[src/rtl/can_rx_sequencer_if.sv]
// Per-bit strobe from the unstuffer/CRC side and frame status back from the receive sequencer.
interface can_rx_sequencer_if #(
  parameter int CRC_BITS = 15
);
  logic                bit_valid;
  logic                bit_in;
  logic                stuff_err;
  logic [CRC_BITS-1:0] crc_remainder;
  logic                unstuff_en;
  logic                crc_clear;
  logic                crc_en;
  logic [10:0]         id;
  logic                rtr;
  logic [3:0]          dlc;
  logic [7:0]          data_byte;
  logic                data_valid;
  logic                ack_seen;
  logic                frame_done;
  logic                frame_err;
  logic [1:0]          err_code;

  modport slave (
    input  bit_valid, bit_in, stuff_err, crc_remainder,
    output unstuff_en, crc_clear, crc_en, id, rtr, dlc, data_byte, data_valid,
           ack_seen, frame_done, frame_err, err_code
  );

  modport master (
    output bit_valid, bit_in, stuff_err, crc_remainder,
    input  unstuff_en, crc_clear, crc_en, id, rtr, dlc, data_byte, data_valid,
           ack_seen, frame_done, frame_err, err_code
  );
endinterface

[src/rtl/can_rx_sequencer.sv]
// CAN 2.0A base-frame receive sequencer: field tracking, unstuff/CRC gating, ID/DLC/data extraction, error flags.
// unstuff_en/crc_en/crc_clear are combinational so they gate the bit being strobed; all other outputs are registered.
module can_rx_sequencer #(
  parameter int CRC_BITS  = 15,
  parameter int IDLE_BITS = 11
) (
  input logic               clk,
  input logic               rst,
  can_rx_sequencer_if.slave bus
);
  localparam int IW = $clog2(IDLE_BITS + 1);
  localparam int CW = ($clog2(CRC_BITS) > 4) ? $clog2(CRC_BITS) : 4;

  localparam logic [3:0] S_IDLE     = 4'd0;
  localparam logic [3:0] S_WAIT_SOF = 4'd1;
  localparam logic [3:0] S_ARB      = 4'd2;
  localparam logic [3:0] S_CTRL     = 4'd3;
  localparam logic [3:0] S_DATA     = 4'd4;
  localparam logic [3:0] S_CRC      = 4'd5;
  localparam logic [3:0] S_CRC_DEL  = 4'd6;
  localparam logic [3:0] S_ACK      = 4'd7;
  localparam logic [3:0] S_ACK_DEL  = 4'd8;
  localparam logic [3:0] S_EOF      = 4'd9;

  localparam logic [1:0] E_NONE  = 2'b00;
  localparam logic [1:0] E_STUFF = 2'b01;
  localparam logic [1:0] E_FORM  = 2'b10;
  localparam logic [1:0] E_CRC   = 2'b11;

  logic [3:0]    state_q, state_d;
  logic [IW-1:0] idle_cnt_q, idle_cnt_d;
  logic [CW-1:0] cnt_q, cnt_d;
  logic [3:0]    bytes_q, bytes_d;
  logic [6:0]    shift_q, shift_d;
  logic [10:0]   id_q, id_d;
  logic          rtr_q, rtr_d;
  logic [3:0]    dlc_q, dlc_d;
  logic [7:0]    data_byte_q, data_byte_d;
  logic          data_valid_q, data_valid_d;
  logic          ack_seen_q, ack_seen_d;
  logic          frame_done_q, frame_done_d;
  logic          frame_err_q, frame_err_d;
  logic [1:0]    err_code_q, err_code_d;

  logic       sof;
  logic       in_frame;
  logic       err_hit;
  logic [1:0] err_kind;
  logic [3:0] dlc_next;
  logic [3:0] nbytes;

  // SOF is the dominant bit seen in WAIT_SOF; it is the first bit fed to the unstuffer and CRC.
  assign sof      = (state_q == S_WAIT_SOF) && bus.bit_valid && !bus.bit_in;
  assign in_frame = state_q inside {S_ARB, S_CTRL, S_DATA, S_CRC};
  assign dlc_next = {dlc_q[2:0], bus.bit_in};
  assign nbytes   = rtr_q ? 4'd0 : ((dlc_next > 4'd8) ? 4'd8 : dlc_next);

  always_comb begin
    state_d      = state_q;
    idle_cnt_d   = idle_cnt_q;
    cnt_d        = cnt_q;
    bytes_d      = bytes_q;
    shift_d      = shift_q;
    id_d         = id_q;
    rtr_d        = rtr_q;
    dlc_d        = dlc_q;
    data_byte_d  = data_byte_q;
    data_valid_d = 1'b0;
    ack_seen_d   = ack_seen_q;
    frame_done_d = 1'b0;
    frame_err_d  = 1'b0;
    err_code_d   = err_code_q;
    err_hit      = 1'b0;
    err_kind     = E_NONE;

    if (bus.stuff_err && bus.unstuff_en) begin
      err_hit  = 1'b1;
      err_kind = E_STUFF;
    end else if (bus.bit_valid) begin
      case (state_q)
        S_IDLE: begin
          if (!bus.bit_in) begin
            idle_cnt_d = '0;
          end else if (idle_cnt_q == IW'(IDLE_BITS - 1)) begin
            idle_cnt_d = '0;
            state_d    = S_WAIT_SOF;
          end else begin
            idle_cnt_d = idle_cnt_q + IW'(1);
          end
        end
        S_WAIT_SOF: begin
          if (!bus.bit_in) begin
            state_d    = S_ARB;
            cnt_d      = '0;
            err_code_d = E_NONE;
            id_d       = '0;
            rtr_d      = 1'b0;
            dlc_d      = '0;
            ack_seen_d = 1'b0;
          end
        end
        S_ARB: begin
          if (cnt_q == CW'(11)) begin
            rtr_d   = bus.bit_in;
            cnt_d   = '0;
            state_d = S_CTRL;
          end else begin
            id_d  = {id_q[9:0], bus.bit_in};
            cnt_d = cnt_q + CW'(1);
          end
        end
        S_CTRL: begin
          // Field order: IDE, r0, DLC[3:0].
          cnt_d = cnt_q + CW'(1);
          if (cnt_q == CW'(0) && bus.bit_in) begin
            err_hit  = 1'b1;
            err_kind = E_FORM;
          end
          if (cnt_q >= CW'(2)) dlc_d = dlc_next;
          if (cnt_q == CW'(5)) begin
            cnt_d   = '0;
            bytes_d = nbytes;
            state_d = (nbytes == 4'd0) ? S_CRC : S_DATA;
          end
        end
        S_DATA: begin
          shift_d = {shift_q[5:0], bus.bit_in};
          cnt_d   = cnt_q + CW'(1);
          if (cnt_q == CW'(7)) begin
            data_byte_d  = {shift_q, bus.bit_in};
            data_valid_d = 1'b1;
            cnt_d        = '0;
            bytes_d      = bytes_q - 4'd1;
            if (bytes_q == 4'd1) state_d = S_CRC;
          end
        end
        S_CRC: begin
          if (cnt_q == CW'(CRC_BITS - 1)) begin
            cnt_d   = '0;
            state_d = S_CRC_DEL;
          end else begin
            cnt_d = cnt_q + CW'(1);
          end
        end
        S_CRC_DEL: begin
          if (!bus.bit_in) begin
            err_hit  = 1'b1;
            err_kind = E_FORM;
          end else if (bus.crc_remainder != '0) begin
            err_hit  = 1'b1;
            err_kind = E_CRC;
          end else begin
            state_d = S_ACK;
          end
        end
        S_ACK: begin
          ack_seen_d = !bus.bit_in;
          state_d    = S_ACK_DEL;
        end
        S_ACK_DEL: begin
          if (!bus.bit_in) begin
            err_hit  = 1'b1;
            err_kind = E_FORM;
          end else begin
            cnt_d   = '0;
            state_d = S_EOF;
          end
        end
        S_EOF: begin
          if (!bus.bit_in) begin
            err_hit  = 1'b1;
            err_kind = E_FORM;
          end else if (cnt_q == CW'(6)) begin
            cnt_d        = '0;
            frame_done_d = 1'b1;
            state_d      = S_WAIT_SOF;
          end else begin
            cnt_d = cnt_q + CW'(1);
          end
        end
        default: state_d = S_IDLE;
      endcase
    end

    // Any error abandons the frame and demands a fresh recessive idle run.
    if (err_hit) begin
      state_d     = S_IDLE;
      idle_cnt_d  = '0;
      cnt_d       = '0;
      frame_err_d = 1'b1;
      err_code_d  = err_kind;
    end
  end

  always_ff @(posedge clk) begin
    if (rst) begin
      state_q      <= S_IDLE;
      idle_cnt_q   <= '0;
      cnt_q        <= '0;
      bytes_q      <= '0;
      shift_q      <= '0;
      id_q         <= '0;
      rtr_q        <= 1'b0;
      dlc_q        <= '0;
      data_byte_q  <= '0;
      data_valid_q <= 1'b0;
      ack_seen_q   <= 1'b0;
      frame_done_q <= 1'b0;
      frame_err_q  <= 1'b0;
      err_code_q   <= E_NONE;
    end else begin
      state_q      <= state_d;
      idle_cnt_q   <= idle_cnt_d;
      cnt_q        <= cnt_d;
      bytes_q      <= bytes_d;
      shift_q      <= shift_d;
      id_q         <= id_d;
      rtr_q        <= rtr_d;
      dlc_q        <= dlc_d;
      data_byte_q  <= data_byte_d;
      data_valid_q <= data_valid_d;
      ack_seen_q   <= ack_seen_d;
      frame_done_q <= frame_done_d;
      frame_err_q  <= frame_err_d;
      err_code_q   <= err_code_d;
    end
  end

  assign bus.unstuff_en = in_frame || sof;
  assign bus.crc_en     = in_frame || sof;
  assign bus.crc_clear  = sof;
  assign bus.id         = id_q;
  assign bus.rtr        = rtr_q;
  assign bus.dlc        = dlc_q;
  assign bus.data_byte  = data_byte_q;
  assign bus.data_valid = data_valid_q;
  assign bus.ack_seen   = ack_seen_q;
  assign bus.frame_done = frame_done_q;
  assign bus.frame_err  = frame_err_q;
  assign bus.err_code   = err_code_q;
endmodule

[src/flat_wrapper.sv]
// flat-port wrapper written by rule: the top's interface ports become plain ports
module can_rx_sequencer_flat 
#(
  parameter int CRC_BITS  = 15,
  parameter int IDLE_BITS = 11
)
  (clk, rst, bus_bit_valid, bus_bit_in, bus_stuff_err, bus_crc_remainder, bus_unstuff_en, bus_crc_clear, bus_crc_en, bus_id, bus_rtr, bus_dlc, bus_data_byte, bus_data_valid, bus_ack_seen, bus_frame_done, bus_frame_err, bus_err_code);
  can_rx_sequencer_if #(.CRC_BITS(CRC_BITS)) bus_i ();
  input logic clk;
  input logic rst;
  input wire logic [$bits(bus_i.bit_valid)-1:0] bus_bit_valid;
  input wire logic [$bits(bus_i.bit_in)-1:0] bus_bit_in;
  input wire logic [$bits(bus_i.stuff_err)-1:0] bus_stuff_err;
  input wire logic [$bits(bus_i.crc_remainder)-1:0] bus_crc_remainder;
  output wire logic [$bits(bus_i.unstuff_en)-1:0] bus_unstuff_en;
  output wire logic [$bits(bus_i.crc_clear)-1:0] bus_crc_clear;
  output wire logic [$bits(bus_i.crc_en)-1:0] bus_crc_en;
  output wire logic [$bits(bus_i.id)-1:0] bus_id;
  output wire logic [$bits(bus_i.rtr)-1:0] bus_rtr;
  output wire logic [$bits(bus_i.dlc)-1:0] bus_dlc;
  output wire logic [$bits(bus_i.data_byte)-1:0] bus_data_byte;
  output wire logic [$bits(bus_i.data_valid)-1:0] bus_data_valid;
  output wire logic [$bits(bus_i.ack_seen)-1:0] bus_ack_seen;
  output wire logic [$bits(bus_i.frame_done)-1:0] bus_frame_done;
  output wire logic [$bits(bus_i.frame_err)-1:0] bus_frame_err;
  output wire logic [$bits(bus_i.err_code)-1:0] bus_err_code;
  assign bus_i.bit_valid = bus_bit_valid;
  assign bus_i.bit_in = bus_bit_in;
  assign bus_i.stuff_err = bus_stuff_err;
  assign bus_i.crc_remainder = bus_crc_remainder;
  assign bus_unstuff_en = bus_i.unstuff_en;
  assign bus_crc_clear = bus_i.crc_clear;
  assign bus_crc_en = bus_i.crc_en;
  assign bus_id = bus_i.id;
  assign bus_rtr = bus_i.rtr;
  assign bus_dlc = bus_i.dlc;
  assign bus_data_byte = bus_i.data_byte;
  assign bus_data_valid = bus_i.data_valid;
  assign bus_ack_seen = bus_i.ack_seen;
  assign bus_frame_done = bus_i.frame_done;
  assign bus_frame_err = bus_i.frame_err;
  assign bus_err_code = bus_i.err_code;
  can_rx_sequencer #(.CRC_BITS(CRC_BITS), .IDLE_BITS(IDLE_BITS)) u_core (.clk(clk), .rst(rst), .bus(bus_i));
endmodule
[config.mk]
export PLATFORM = sky130hd
export DESIGN_NAME = can_rx_sequencer_flat
export DESIGN_NICKNAME = d
export VERILOG_FILES = /design/src/rtl/can_rx_sequencer_if.sv /design/src/rtl/can_rx_sequencer.sv /design/src/flat_wrapper.sv
export SDC_FILE = /design/constraint.sdc
export NUM_CORES = 1
export LEC_CHECK = 0
export CAP_MARGIN = 20
export CELL_PAD_IN_SITES_DETAIL_PLACEMENT = 1
export CELL_PAD_IN_SITES_GLOBAL_PLACEMENT = 2
export CORE_MARGIN = 1.5
export CORE_UTILIZATION = 27
export CTS_CLUSTER_DIAMETER = 150
export DETAILED_ROUTE_END_ITERATION = 16
export MAX_ROUTING_LAYER = met4
export PLACE_DENSITY = 0.84
export SYNTH_ARGS = -nofsm -noshare
export SYNTH_HDL_FRONTEND = slang
export SYNTH_SLANG_ARGS = --single-unit
[constraint.sdc]
create_clock -name clk -period 2.1 [get_ports clk]
set_input_delay 0.315 -clock clk [delete_from_list [all_inputs] [get_ports clk]]
set_output_delay 0.315 -clock clk [all_outputs]
set_load 0.005 [all_outputs]
==> impl_results.md <==
* Status: finished, violations left
* Failing checks: setup timing
* Input/output buffers at 52
* Synth cell types at 52
* Post-synth EDFFs at 0
* Max VDD drop at between 200 and 250 uV
* Vias/cell at 5.14
* Slew HR at 0.686
* CP delay by family, top: compound AO/OA/AOI/OAI gates
* Critical path cell sequence: buf_6, buf_4, and3b_1, o21ai_0, o2111ai_1, buf_4, o31ai_1, a21oi_1
* DRC at 0
* Die width at 106 um
* Max-Cap Viols at 0
* WL/cell at 16.0 um
* Pin count of the biggest net entering global routing at between 40 and 50
* Die area at 11200 um2
* GRT Residual Overflow at 0
* Hold slack at about 0.46 ns
* Clock-pin slew on the worst setup and hold paths at roughly 0.10 ns
* PD cells at approximately 430 nW/um2
* Pre-antenna DRT Iters at 4
* Leak at 0.00167 uW
* Worst-margin pin slew at ~0.47 ns
* Routability cong. at 0.879
* Avg Inst Size Synth at 8.04 um2
* Vias at between 3k and 4k
* Tcrit/Tclk final at 1.00
* Cts hold-fix bufs at 0
* Largest stage delay, worst path at 0.38 ns
* Syn. warnings at 0
* Routed wire length at 9520 um
* Slowest-stage cell, CP: dfxtp_4
* ANT nets after route at 0
* Async SR Flop Fraction at 0
* Crit path kind: flip-flop to flip-flop
* # setup viols final at 1
* Core Region at 10300 um2
* Post-DP HPWL at 6730 um
* Area leader, netlist: dfxtp_1
* Initial antenna violation count at 0
* Req. time, crit path at 2.30 ns
* CP most frequent cell: buf_4
* CP bufs+invs at 3
* Fraction of layout cells with a size suffix above 1 at 0.229
* RSZ-0062 raised after global routing: true
* Std cell rows at 37
* Area delta synth->final at 50.2%
* Most frequent cells in the layout: 56 x buf_4, 49 x clkdlybuf4s50_1, 49 x dfxtp_1
* Cts bufs inserted at 5
* Clock period minus worst slack at approximately 2.1 ns
* Ports at 53
* CP startpoint kind: flip-flop
* Clk sinks at 53
* Max Root-Sink Buffers at 2
* Setup_tns at -0.00669 ns
* Synth Cell Area at 2860 um2
* Slew Viols, Final at 0
* Gr usage total at 0.169
* Post-route insts no fill at 595
* Synth top area share at 0.371
* Seq/Total Area, Yosys at 0.371
* Commonest non-fill, non-tap cell in the layout: buf_4
* CTS root buffer: clkbuf_8
* ANT cells at 0
* Worst-Skew Late Latency at 0.31 ns
* Post-synth top flop: dfxtp_1
* Final Hold Vio Count at 0
* Initial Util at 0.277
* Vias in the first global route at between 3k and 4k
* Crit end category: flip-flop
* Placed cells at 569
* H-tree depth at 2
* PnR worst setup slack at -0.00669 ns
* Hold crit path type: flip-flop to flip-flop
* CP max FO at 6
* Synthesized flop and latch total at 53
* Worst EP arrival at 2.30 ns
* Total Power at 1840 uW
* Clk_skew at 0.00929 ns
* Post-Syn Instances at 356
* Initial DRC Count at 70
* DIE HEIGHT at between 100 and 150 um
* TritonCTS clock tree: done
* Final nets at 486
* First-pass GRT wire length at 15100 um
* Syn nets at 384
* Fmax at 475 MHz
* Ranking of synthesized cells by area: dfxtp_1 37%, a21oi_1 6.1%, mux2i_1 5.6%
[sequential cells by signal, indices dropped and copies added, names as in the netlist, 4 cells and up]
name / flops
u_core.bus.data_byte: 8
u_core.bus.dlc: 4
u_core.bus.id: 11
u_core.bytes_q: 4
u_core.cnt_q: 4
u_core.idle_cnt_q: 4
u_core.shift_q: 7
u_core.state_q: 4
[tightest hold or removal path: cells and delay by family (launching register included)]
family          cells  cell delay [ns]
compound gates      1             0.05
simple gates        1             0.05
flops               1             0.32
[through the flow]
stage / setup WS (ns) / cell area [um2] / util
2_1_floorplan: 0.0350 / 2860 / -
3_3_place_gp: -0.230 / 3870 / 0.375
3_5_place_dp: -0.244 / 3870 / 0.375
4_1_cts: 0.0000244 / 4100 / 0.397
5_1_grt: -0.0967 / 4300 / 0.416
6_report: -0.00669 / 4300 / 0.416
[power by group]
group | internal [uW] | switching, uW | leakage, uW | total [uW]
Sequential | 1000 | 1.79 | 0.000429 | 1000
Combinational | 61.3 | 56.8 | 0.00119 | 118
Clock | 359 | 354 | 0.0000554 | 712
Total | 1420 | 412 | 0.00167 | 1840
[final timing paths]
path / from / to / slack, ns / depth (start not counted)
max: u_core.state_q[0] / u_core.state_q[2] / -0.007 / 8
min: u_core.bus.id[10] / u_core.bus.id[10] / 0.46 / 2
max reg2reg: u_core.state_q[0] / u_core.state_q[2] / -0.007 / 8
min reg2reg: u_core.bus.id[10] / u_core.bus.id[10] / 0.46 / 2
[logic make-up after synthesis]
group | Yosys count | synth area share
and+or+nand+nor | 158 | 0.295
AOI/OAI and AO/OA | 84 | 0.187
DFF | 53 | 0.371
buffers and inverters | 36 | 0.0533
muxes | 16 | 0.0560
adders and majority gates | 8 | 0.0350
xor gates and xnor gates | 1 | 0.00306
[per-layer routing]
layer  vias to the layer above  global-route usage  routed length [um]  share of wire
li1                       1503                   -                   -              -
met1                      1511               0.210                4280           0.45
met2                        35               0.295                4900           0.51
met3                        10              0.0239                 234          0.025
met4                         0              0.0299                  99          0.010
met5                         -                   -                   0              0
[layout make-up]
cell class,count,area [um2]
fill,1224,6030
multi-input combinational,267,1790
timing repair buffer,122,1120
sequential,53,1070
tap,136,170
clock buffer,6,72.6
clock inverter,2,38.8
inverter,9,33.8
[cell usage after synthesis, types with 2 or more instances]
master	instances
nand4_1	11
mux2i_1	16
nor2_1	34
nand3_1	20
o2111ai_1	3
buf_1	4
a21oi_1	35
inv_1	9
or4b_1	2
dfxtp_1	53
nor3b_1	2
and3b_1	3
or3_1	4
o31ai_1	3
ha_1	8
or4_1	2
nand2b_1	3
nor4_1	7
nor3_1	5
and3_1	6
nor2b_1	8
clkbuf_1	16
a21boi_0	2
o211ai_1	4
o21ai_0	16
a32oi_1	2
nand2_1	33
nor4b_1	3
nand3b_1	7
o2111a_1	2
a211oi_1	2
a31oi_1	4
buf_2	5
and2_1	4
[timing repair]
action | in CTS | in global routing
resized for setup | 15 | 30
endpoints found under the setup margin | 7 | 17
gates cloned | 0 | 1
buffers inserted | 10 | 7
pin swaps | 6 | 11
(Power assumes the default switching activity.)
